===== config.mk =====
export PLATFORM = sky130hd
export DESIGN_NAME = ctrl_pipe
export DESIGN_NICKNAME = d
export VERILOG_FILES = /design/src/rtl/ctrl_pipe.sv
export SDC_FILE = /design/constraint.sdc
export NUM_CORES = 1
export LEC_CHECK = 0
export BUFFER_PORTS_ARGS = -buffer_cell sky130_fd_sc_hd__buf_2
export CAP_MARGIN = 5
export CELL_PAD_IN_SITES_DETAIL_PLACEMENT = 0
export CELL_PAD_IN_SITES_GLOBAL_PLACEMENT = 1
export CORE_MARGIN = 4
export CORE_UTILIZATION = 36
export CTS_CLUSTER_DIAMETER = 80
export DETAILED_ROUTE_END_ITERATION = 8
export GPL_TIMING_DRIVEN = 0
export PLACE_DENSITY_LB_ADDON = 0.1
export SYNTH_ARGS = -nofsm -noshare
export SYNTH_HDL_FRONTEND = slang
export SYNTH_SLANG_ARGS = --single-unit

===== constraint.sdc =====
create_clock -name clk -period 1.6 [get_ports clk]
set_input_delay 0.16 -clock clk [delete_from_list [all_inputs] [get_ports clk]]
set_output_delay 0.16 -clock clk [all_outputs]
set_load 0.02 [all_outputs]

===== src/rtl/ctrl_pipe.sv =====
// rtl/ctrl_pipe.sv - MIPS-style control pipeline: ID decode, EX/MEM/WB control bundles, load-use stall, syscall drain
module ctrl_pipe #(
  parameter int MEM_STAGES = 1,
  parameter int HAZARD_EN  = 1
) (
  input  logic        clk,
  input  logic        rst_b,
  input  logic        instr_valid,
  input  logic [31:0] instr,
  input  logic        stall_in,
  input  logic        flush,
  output logic        id_stall,
  output logic        ex_valid,
  output logic        mem_valid,
  output logic        wb_valid,
  output logic [18:0] ex_ctrl,
  output logic [18:0] mem_ctrl,
  output logic [18:0] wb_ctrl,
  output logic [4:0]  wb_dst,
  output logic        halted
);

  localparam logic [5:0] OP_RTYPE = 6'h00, OP_BLTZ  = 6'h01, OP_J     = 6'h02, OP_JAL  = 6'h03;
  localparam logic [5:0] OP_BEQ   = 6'h04, OP_BNE   = 6'h05, OP_BLT   = 6'h06, OP_ADDI = 6'h08;
  localparam logic [5:0] OP_ADDIU = 6'h09, OP_ANDI  = 6'h0C, OP_ORI   = 6'h0D, OP_LUI  = 6'h0F;
  localparam logic [5:0] OP_LW    = 6'h23, OP_SB    = 6'h28, OP_SW    = 6'h2B;
  localparam logic [5:0] F_SLL = 6'h00, F_SRA = 6'h03, F_JR  = 6'h08, F_SYSCALL = 6'h0C;
  localparam logic [5:0] F_ADD = 6'h20, F_ADDU = 6'h21, F_SUB = 6'h22, F_AND = 6'h24;
  localparam logic [5:0] F_OR  = 6'h25, F_SLT = 6'h2A;

  localparam int B_RW = 18, B_M2R = 17, B_MRD = 16, B_MWR = 15, B_MSB = 14, B_BR = 13;
  localparam int B_BNE = 12, B_BLT = 11, B_JMP = 10, B_JR = 9, B_JAL = 8, B_RDST = 7;
  localparam int B_ASRC = 6, B_SYS = 0;

  localparam logic [2:0] ALU_AND = 3'b000, ALU_OR = 3'b001, ALU_ADD = 3'b010;
  localparam logic [2:0] ALU_LUI = 3'b011, ALU_SUB = 3'b110, ALU_SLT = 3'b111;

  typedef enum logic [1:0] {ST_RUN, ST_DRAIN, ST_HALT} state_t;

  logic [5:0]  opcode, func;
  logic [4:0]  rs, rt, rd;
  logic [18:0] id_ctrl;
  logic [4:0]  id_dst;
  logic        unused_shamt;

  assign opcode       = instr[31:26];
  assign rs           = instr[25:21];
  assign rt           = instr[20:16];
  assign rd           = instr[15:11];
  assign func         = instr[5:0];
  assign unused_shamt = ^instr[10:6];

  always_comb begin
    id_ctrl = '0;
    case (opcode)
      OP_RTYPE: begin
        case (func)
          F_ADD, F_ADDU: begin id_ctrl[B_RW] = 1'b1; id_ctrl[B_RDST] = 1'b1; id_ctrl[5:3] = ALU_ADD; end
          F_SUB:  begin id_ctrl[B_RW] = 1'b1; id_ctrl[B_RDST] = 1'b1; id_ctrl[5:3] = ALU_SUB; end
          F_AND:  begin id_ctrl[B_RW] = 1'b1; id_ctrl[B_RDST] = 1'b1; id_ctrl[5:3] = ALU_AND; end
          F_OR:   begin id_ctrl[B_RW] = 1'b1; id_ctrl[B_RDST] = 1'b1; id_ctrl[5:3] = ALU_OR;  end
          F_SLT:  begin id_ctrl[B_RW] = 1'b1; id_ctrl[B_RDST] = 1'b1; id_ctrl[5:3] = ALU_SLT; end
          F_SLL:  begin id_ctrl[B_RW] = 1'b1; id_ctrl[B_RDST] = 1'b1; id_ctrl[2:1] = 2'b10; end
          F_SRA:  begin id_ctrl[B_RW] = 1'b1; id_ctrl[B_RDST] = 1'b1; id_ctrl[2:1] = 2'b01; end
          F_JR:      id_ctrl[B_JR]  = 1'b1;
          F_SYSCALL: id_ctrl[B_SYS] = 1'b1;
          default:   id_ctrl = '0;
        endcase
      end
      OP_ADDI, OP_ADDIU: begin id_ctrl[B_RW] = 1'b1; id_ctrl[B_ASRC] = 1'b1; id_ctrl[5:3] = ALU_ADD; end
      OP_ANDI: begin id_ctrl[B_RW] = 1'b1; id_ctrl[B_ASRC] = 1'b1; id_ctrl[5:3] = ALU_AND; end
      OP_ORI:  begin id_ctrl[B_RW] = 1'b1; id_ctrl[B_ASRC] = 1'b1; id_ctrl[5:3] = ALU_OR;  end
      OP_LUI:  begin id_ctrl[B_RW] = 1'b1; id_ctrl[B_ASRC] = 1'b1; id_ctrl[5:3] = ALU_LUI; end
      OP_LW: begin
        id_ctrl[B_RW] = 1'b1; id_ctrl[B_M2R] = 1'b1; id_ctrl[B_MRD] = 1'b1;
        id_ctrl[B_ASRC] = 1'b1; id_ctrl[5:3] = ALU_ADD;
      end
      OP_SW: begin id_ctrl[B_MWR] = 1'b1; id_ctrl[B_ASRC] = 1'b1; id_ctrl[5:3] = ALU_ADD; end
      OP_SB: begin
        id_ctrl[B_MWR] = 1'b1; id_ctrl[B_MSB] = 1'b1; id_ctrl[B_ASRC] = 1'b1; id_ctrl[5:3] = ALU_ADD;
      end
      OP_BEQ:  begin id_ctrl[B_BR] = 1'b1; id_ctrl[5:3] = ALU_SUB; end
      OP_BNE:  begin id_ctrl[B_BR] = 1'b1; id_ctrl[B_BNE] = 1'b1; id_ctrl[5:3] = ALU_SUB; end
      OP_BLT, OP_BLTZ: begin id_ctrl[B_BR] = 1'b1; id_ctrl[B_BLT] = 1'b1; id_ctrl[5:3] = ALU_SUB; end
      OP_J:    id_ctrl[B_JMP] = 1'b1;
      OP_JAL:  begin id_ctrl[B_JMP] = 1'b1; id_ctrl[B_JAL] = 1'b1; id_ctrl[B_RW] = 1'b1; end
      default: id_ctrl = '0;
    endcase
  end

  assign id_dst = id_ctrl[B_JAL] ? 5'd31 : (id_ctrl[B_RDST] ? rd : rt);

  state_t                           state_q, state_d;
  logic                             halted_q, halted_d;
  logic                             ex_valid_q, ex_valid_d, wb_valid_q, wb_valid_d;
  logic [18:0]                      ex_ctrl_q, ex_ctrl_d, wb_ctrl_q, wb_ctrl_d;
  logic [4:0]                       ex_dst_q, ex_dst_d, wb_dst_q, wb_dst_d;
  logic [MEM_STAGES-1:0]            mem_valid_q, mem_valid_d;
  logic [MEM_STAGES-1:0][18:0]      mem_ctrl_q, mem_ctrl_d;
  logic [MEM_STAGES-1:0][4:0]       mem_dst_q, mem_dst_d;
  logic                             load_use, sys_id, drained, issue, stall_c;

  assign load_use = (HAZARD_EN != 0) && instr_valid && ex_valid_q && ex_ctrl_q[B_MRD] &&
                    (ex_dst_q != 5'd0) && ((ex_dst_q == rs) || (ex_dst_q == rt));
  assign sys_id   = instr_valid && id_ctrl[B_SYS];
  assign drained  = !ex_valid_q && !(|mem_valid_q) && !wb_valid_q;

  // Stall has priority: no state transition or capture happens while stall_in is high.
  always_comb begin
    state_d  = state_q;
    halted_d = halted_q;
    issue    = 1'b0;
    stall_c  = 1'b0;
    case (state_q)
      ST_RUN: begin
        if (flush && !stall_in) begin
          issue = 1'b0;
        end else if (sys_id) begin
          stall_c = 1'b1;
          if (!stall_in) state_d = ST_DRAIN;
        end else if (load_use) begin
          stall_c = 1'b1;
        end else begin
          issue = instr_valid;
        end
      end
      ST_DRAIN: begin
        if (flush && !stall_in) begin
          state_d = ST_RUN;
        end else begin
          stall_c = 1'b1;
          if (!stall_in && drained) begin
            state_d  = ST_HALT;
            halted_d = 1'b1;
          end
        end
      end
      default: stall_c = 1'b1;
    endcase
  end

  always_comb begin
    ex_valid_d  = ex_valid_q;
    ex_ctrl_d   = ex_ctrl_q;
    ex_dst_d    = ex_dst_q;
    mem_valid_d = mem_valid_q;
    mem_ctrl_d  = mem_ctrl_q;
    mem_dst_d   = mem_dst_q;
    wb_valid_d  = wb_valid_q;
    wb_ctrl_d   = wb_ctrl_q;
    wb_dst_d    = wb_dst_q;
    if (!stall_in) begin
      ex_valid_d     = issue;
      ex_ctrl_d      = issue ? id_ctrl : 19'd0;
      ex_dst_d       = issue ? id_dst : 5'd0;
      mem_valid_d[0] = ex_valid_q;
      mem_ctrl_d[0]  = ex_ctrl_q;
      mem_dst_d[0]   = ex_dst_q;
      for (int i = 1; i < MEM_STAGES; i++) begin
        mem_valid_d[i] = mem_valid_q[i-1];
        mem_ctrl_d[i]  = mem_ctrl_q[i-1];
        mem_dst_d[i]   = mem_dst_q[i-1];
      end
      wb_valid_d = mem_valid_q[MEM_STAGES-1];
      wb_ctrl_d  = mem_ctrl_q[MEM_STAGES-1];
      wb_dst_d   = mem_dst_q[MEM_STAGES-1];
    end
  end

  always_ff @(posedge clk or negedge rst_b) begin
    if (!rst_b) begin
      state_q     <= ST_RUN;
      halted_q    <= 1'b0;
      ex_valid_q  <= 1'b0;
      ex_ctrl_q   <= '0;
      ex_dst_q    <= '0;
      mem_valid_q <= '0;
      mem_ctrl_q  <= '0;
      mem_dst_q   <= '0;
      wb_valid_q  <= 1'b0;
      wb_ctrl_q   <= '0;
      wb_dst_q    <= '0;
    end else begin
      state_q     <= state_d;
      halted_q    <= halted_d;
      ex_valid_q  <= ex_valid_d;
      ex_ctrl_q   <= ex_ctrl_d;
      ex_dst_q    <= ex_dst_d;
      mem_valid_q <= mem_valid_d;
      mem_ctrl_q  <= mem_ctrl_d;
      mem_dst_q   <= mem_dst_d;
      wb_valid_q  <= wb_valid_d;
      wb_ctrl_q   <= wb_ctrl_d;
      wb_dst_q    <= wb_dst_d;
    end
  end

  assign id_stall  = rst_b & stall_c;
  assign halted    = halted_q;
  assign ex_valid  = ex_valid_q;
  assign ex_ctrl   = ex_ctrl_q;
  assign mem_valid = mem_valid_q[MEM_STAGES-1];
  assign mem_ctrl  = mem_ctrl_q[MEM_STAGES-1];
  assign wb_valid  = wb_valid_q;
  assign wb_ctrl   = wb_ctrl_q;
  assign wb_dst    = wb_dst_q;

endmodule


==> results of run 1 <==
cell families after synthesis:
kind of cell / after synthesis / synth area share [%]
mux: 48 / 15.8
flops: 75 / 54.8
xor+xnor: 11 / 2.81
buf+inv: 21 / 2.96
compound gates: 54 / 12.7
simple gates: 63 / 10.9
synth_stat cells (all sizes together) (3+ instances only):
master   n  share of area [%]
a21o     3               0.66
a22o    11                2.8
a31o     4                1.0
a32o     9                2.6
and2     4               0.73
buf     10                1.8
clkbuf   9               0.99
dfrtp   75                 55
mux2    48                 16
nand2   10                1.1
nand2b   3               0.55
nor2    12                1.3
nor3     7                1.0
nor4     3               0.99
o21a     3               0.66
o21ai    7                1.1
o22ai    3               0.55
or3     10                1.8
xor2    10                2.6
final cells by class:
type,instances,area [sq um]
Fill cell,871,4730
Sequential cell,75,1880
Inverter,2,7.51
Buffer,19,106
Tap cell,129,161
Clock buffer,11,151
Timing Repair Buffer,106,594
Clock inverter,5,108
Multi-Input combinational cell,176,1500
power by group:
part	switching [mW]	leakage (nW)	total [mW]	internal [mW]
Combinational	0.272	1.21	0.472	0.200
Clock	0.720	0.130	1.85	1.13
Sequential	0.0386	1.03	1.99	1.95
Total	1.03	2.37	4.31	3.28
worst reg2reg max path, cell delays in order (launching register included):
cell and delay (ns):
dfrtp_2 0.42, buf_4 0.16, xor2_1 0.15, nor2_1 0.12, a22oi_2 0.12, buf_4 0.16
o21a_4 0.24, buf_6 0.14, a32o_1 0.25
metal layers:
metal	vias to the layer above	GRT usage (%)
met5	-	0
met4	0	4.16
met3	7	4.41
met2	64	24.1
li1	1251	-
met1	1280	23.1
through the flow:
step           power [mW]  area, sq um  hold slack, ns
2_1_floorplan        2.26         3420          -0.136
3_3_place_gp         2.45         4070           0.410
3_5_place_dp         2.47         4100          0.0803
4_1_cts              4.37         4480          -0.206
5_1_grt              4.52         4510          -0.205
6_report             4.31         4510          -0.211
what timing repair did:
item,in CTS,in global routing
endpoints found under the hold margin,22,53
pin swaps,7,4
endpoints found under the setup margin,24,24
resized for setup,20,4
setup buffers,5,1
cloned,2,0
sequential cells by signal (all words and copies together) (netlist names):
name,count
state_q,2
wb_valid,1
wb_dst,5
mem_valid,1
ex_dst_q,5
ex_valid,1
wb_ctrl,18
mem_dst_q,5
ex_ctrl,18
halted,1
mem_ctrl,18
worst paths after layout:
| path | endpoint | slack (ns) |
|---|---|---|
| max in group asynchronous | mem_ctrl[17] | 0.47 |
| setup / recovery | id_stall | -0.59 |
| min in group clk | ex_ctrl[2] | 0.05 |
| setup reg to reg | ex_ctrl[10] | -0.27 |
| hold reg to reg | halted | 0.48 |
| hold / removal | wb_ctrl[7] | -0.21 |
==> results.json, run 1 <==
{
  "antenna_found_initial": 0,
  "rsz0062_at_grt": "true",
  "hp-class": "in2async",
  "layout_commonest_cell": "buf_2",
  "holdWs_ns": -0.211,
  "cts_buffer_depth": 2,
  "avgSynthCellArea_sq_um": 12.6,
  "fin_ws_ns": -0.590,
  "setup_viol": 24,
  "die_w_um": 106,
  "cts_tree": "built",
  "skew_ns": 0.0138,
  "numPlacedInstances": 498,
  "syn2layout_area_growth_pct": 31.7,
  "slew_headroom_pct": 35.7,
  "via_per_inst": 4.98,
  "post_drt_wl_per_cell_um": 16.8,
  "hpwl_mm": 6.38,
  "max_stage_delay_ns": 0.52,
  "p_leak_nw": 2.37,
  "syn-num-nets": 309,
  "synth_edf_count": 0,
  "arrival_ns": 2.03,
  "path_clk_slew_ns": 0.09,
  "ys_warn_count": 0,
  "status": "finished, violations left",
  "drive_gt1_share_pct": 50.8,
  "fin_util_pct": 48.8,
  "cts_sinks": 75,
  "power_density_nw_per_um2": 956,
  "crit_fanout": 2,
  "final_cell_mix": "buf_2, dfrtp_1, mux2_2",
  "yosys_register_bits": 75,
  "cp-end-kind": "primary output",
  "portBuffers": 96,
  "yosys_most_used_dff": "dfrtp_1",
  "syn-cell-area_sq_um": 3420,
  "violations": "negative hold slack, negative setup slack",
  "grt_first_pass_wirelength_mm": 14.1,
  "wl_met3_um": 452,
  "max_slew.worst_pin.slew_ns": 0.962,
  "r2r_start": "ex_dst_q[1]",
  "routed.top_layer": "met4",
  "wl_met1_mm": 4.20,
  "initial_core_util_pct": 37.0,
  "core_sq_um": 9240,
  "synthCells": 272,
  "place_ws_ns": -0.486,
  "period_needed_ns": 2.19,
  "grt_pass1_vias": 2594,
  "cp_top_family": "simple AND/OR/NAND/NOR gates",
  "wirelength_mm": 8.78,
  "die_y_um": 106,
  "crit_start": "ex_dst_q[1]",
  "rows": 35,
  "grt_max_degree": 55,
  "stdcell_count": 523,
  "crit_path_top_delay_cell": "or4_4",
  "min_period_over_period_pct": 137,
  "numCtsBuffers": 9,
  "worst_ir_drop_vdd_mv": 0.464,
  "drt_iter0_drc": 91,
  "critPathRequiredTime_ns": 1.44,
  "drc_errors": 0,
  "root_buffer": "clkbuf_8",
  "fin_tns_setup_ns": -5.00,
  "grt_overflow_total": 0,
  "gr-usage-all-layers_pct": 16.1,
  "synth_seq_area_share_pct": 54.8,
  "drv_slew": 0,
  "path_class": "reg2out",
  "num_vias": 2602,
  "critPathBufInv": 1,
  "ys_types": 46,
  "ant_nets": 0,
  "timing.fmax_ghz": 0.457,
  "fin_nets": 426,
  "io_pins": 104,
  "drt_first_pass_iters": 4,
  "drv_cap": 0,
  "worstSkewPairLatency_ns": 0.34,
  "antenna_cells": 0,
  "cp_num_cells": 5,
  "dr_wl_met2_mm": 4.03,
  "gp_congestion": 0.804,
  "die_area_sq_um": 11100,
  "htree_levels": 3,
  "path_cells": "or4_4 -> o2111ai_2 -> nor2_1 -> o311a_1 -> buf_6",
  "reg2regPathDepth": 8,
  "start_kind": "register",
  "final_hold_viol_count": 53,
  "async_reset_ff_share_pct": 100,
  "ctsHoldBuffers": 1
}
No activity file was read; power rests on OpenSTA's default activity.
==> inputs of run 2 (changes only) <==
HOLD_SLACK_MARGIN = 0.08   (was not set)
SLEW_MARGIN = 0   (was not set)
==> run 2 against run 1 <==
Compared with the run above:
- the flow finishes with violations (negative setup slack)
- global-route usage increased by 0.16 points
- non-clock buffer count increased by 5
- fmax about the same
- clock skew increased by 0.00085 ns
- final area increased by 1.8%
- cell count increased by 0.96%
- flip-flop and latch count unchanged
- hold slack improved by 0.24 ns
- sequential power about the same
- die area unchanged
- largest power group unchanged
- highest routed layer unchanged
==> results.json, run 2 (synthesis results as in run 1) <==
{
  "holdWs_ns": 0.0292,
  "cts_tree": "built",
  "grt_max_degree": 55,
  "ctsHoldBuffers": 6,
  "gp_congestion": 0.804,
  "cts_buffer_depth": 2,
  "period_needed_ns": 2.19,
  "drc_errors": 0,
  "max_stage_delay_ns": 0.52,
  "fin_util_pct": 49.6,
  "via_per_inst": 4.98,
  "min_period_over_period_pct": 137,
  "drt_first_pass_iters": 4,
  "start_kind": "register",
  "syn2layout_area_growth_pct": 34.0,
  "cts_sinks": 75,
  "post_drt_wl_per_cell_um": 16.8,
  "rows": 35,
  "htree_levels": 3,
  "die_area_sq_um": 11100,
  "arrival_ns": 2.03,
  "grt_overflow_total": 0,
  "critPathRequiredTime_ns": 1.44,
  "path_cells": "or4_4 -> o2111ai_2 -> nor2_1 -> o311a_1 -> buf_6",
  "skew_ns": 0.0146,
  "cp_top_family": "simple AND/OR/NAND/NOR gates",
  "numPlacedInstances": 498,
  "final_cell_mix": "buf_2, dfrtp_1, mux2_2",
  "violations": "negative setup slack",
  "max_slew.worst_pin.slew_ns": 0.964,
  "drt_iter0_drc": 102,
  "crit_path_top_delay_cell": "or4_4",
  "fin_tns_setup_ns": -5.01,
  "path_class": "reg2out",
  "fin_nets": 431,
  "num_vias": 2632,
  "setup_viol": 24,
  "ant_nets": 0,
  "wirelength_mm": 8.88,
  "worstSkewPairLatency_ns": 0.34,
  "gr-usage-all-layers_pct": 16.3,
  "final_area_sq_um": 4590,
  "fin_ws_ns": -0.589,
  "grt_pass1_vias": 2611,
  "antenna_cells": 0,
  "path_clk_slew_ns": 0.09,
  "power_density_nw_per_um2": 944,
  "root_buffer": "clkbuf_8",
  "place_ws_ns": -0.486,
  "core_sq_um": 9240,
  "p_leak_nw": 2.40,
  "stdcell_count": 528,
  "drv_cap": 0,
  "antenna_found_initial": 0,
  "rsz0062_at_grt": "true",
  "portBuffers": 96,
  "numCtsBuffers": 9,
  "initial_core_util_pct": 37.0,
  "drv_slew": 0,
  "layout_commonest_cell": "buf_2",
  "critPathBufInv": 1,
  "placed_area_sq_um": 4100,
  "drive_gt1_share_pct": 50.9,
  "worst_ir_drop_vdd_mv": 0.464,
  "r2r_start": "ex_dst_q[1]",
  "cp-end-kind": "primary output",
  "hp-class": "in2async",
  "io_pins": 104,
  "fin_total_pwr_mw": 4.33,
  "timing.fmax_ghz": 0.457,
  "slew_headroom_pct": 35.5,
  "final_hold_viol_count": 0,
  "die_y_um": 106,
  "status": "finished, violations left",
  "die_w_um": 106,
  "grt_first_pass_wirelength_mm": 14.3,
  "hpwl_mm": 6.38,
  "crit_fanout": 2,
  "crit_start": "ex_dst_q[1]"
}
run 2: worst paths after layout:
check	end	slack, ns	cells after the start
setup reg to reg	ex_ctrl[10]	-0.27	8
setup / recovery	id_stall	-0.59	5
min in group clk	state_q[0]	0.15	4
hold reg to reg	halted	0.48	1
hold / removal	wb_ctrl[7]	0.03	5
max in group asynchronous	mem_ctrl[17]	0.22	5
run 2: worst register-to-register path, cell delays in order, from the launching register on:
cell     delay (ns)
dfrtp_2        0.42
buf_4          0.16
xor2_1         0.15
nor2_1         0.12
a22oi_2        0.12
buf_4          0.16
o21a_4         0.24
buf_6          0.14
a32o_1         0.25
run 2: layout make-up:
cell class | count | area [sq um]
fillers | 864 | 4650
well taps | 129 | 161
clock buffers | 11 | 151
repair buffers | 111 | 674
flip-flops and latches | 75 | 1880
multi-input cells | 176 | 1500
plain buffers | 19 | 106
inverters | 2 | 7.51
clock inverters | 5 | 108
run 2: timing repair:
item,in CTS,in global routing
resized for setup,20,4
setup buffers,5,1
endpoints found under the setup margin,24,24
cloned,2,0
hold endpoints to repair,76,48
pin swaps,7,4
run 2: routing by layer:
layer	routed length (um)	global-route usage (%)	up-vias	share of wire, %
met4	88	4.16	0	0.99
li1	-	-	1259	-
met1	4240	23.2	1296	48
met2	4090	24.5	70	46
met5	0	0	-	0
met3	456	4.41	7	5.1
run 2: power by group:
part	leakage [nW]	switching, mW	internal (mW)
Sequential	1.03	0.0386	1.95
Clock	0.130	0.723	1.13
Combinational	1.24	0.277	0.217
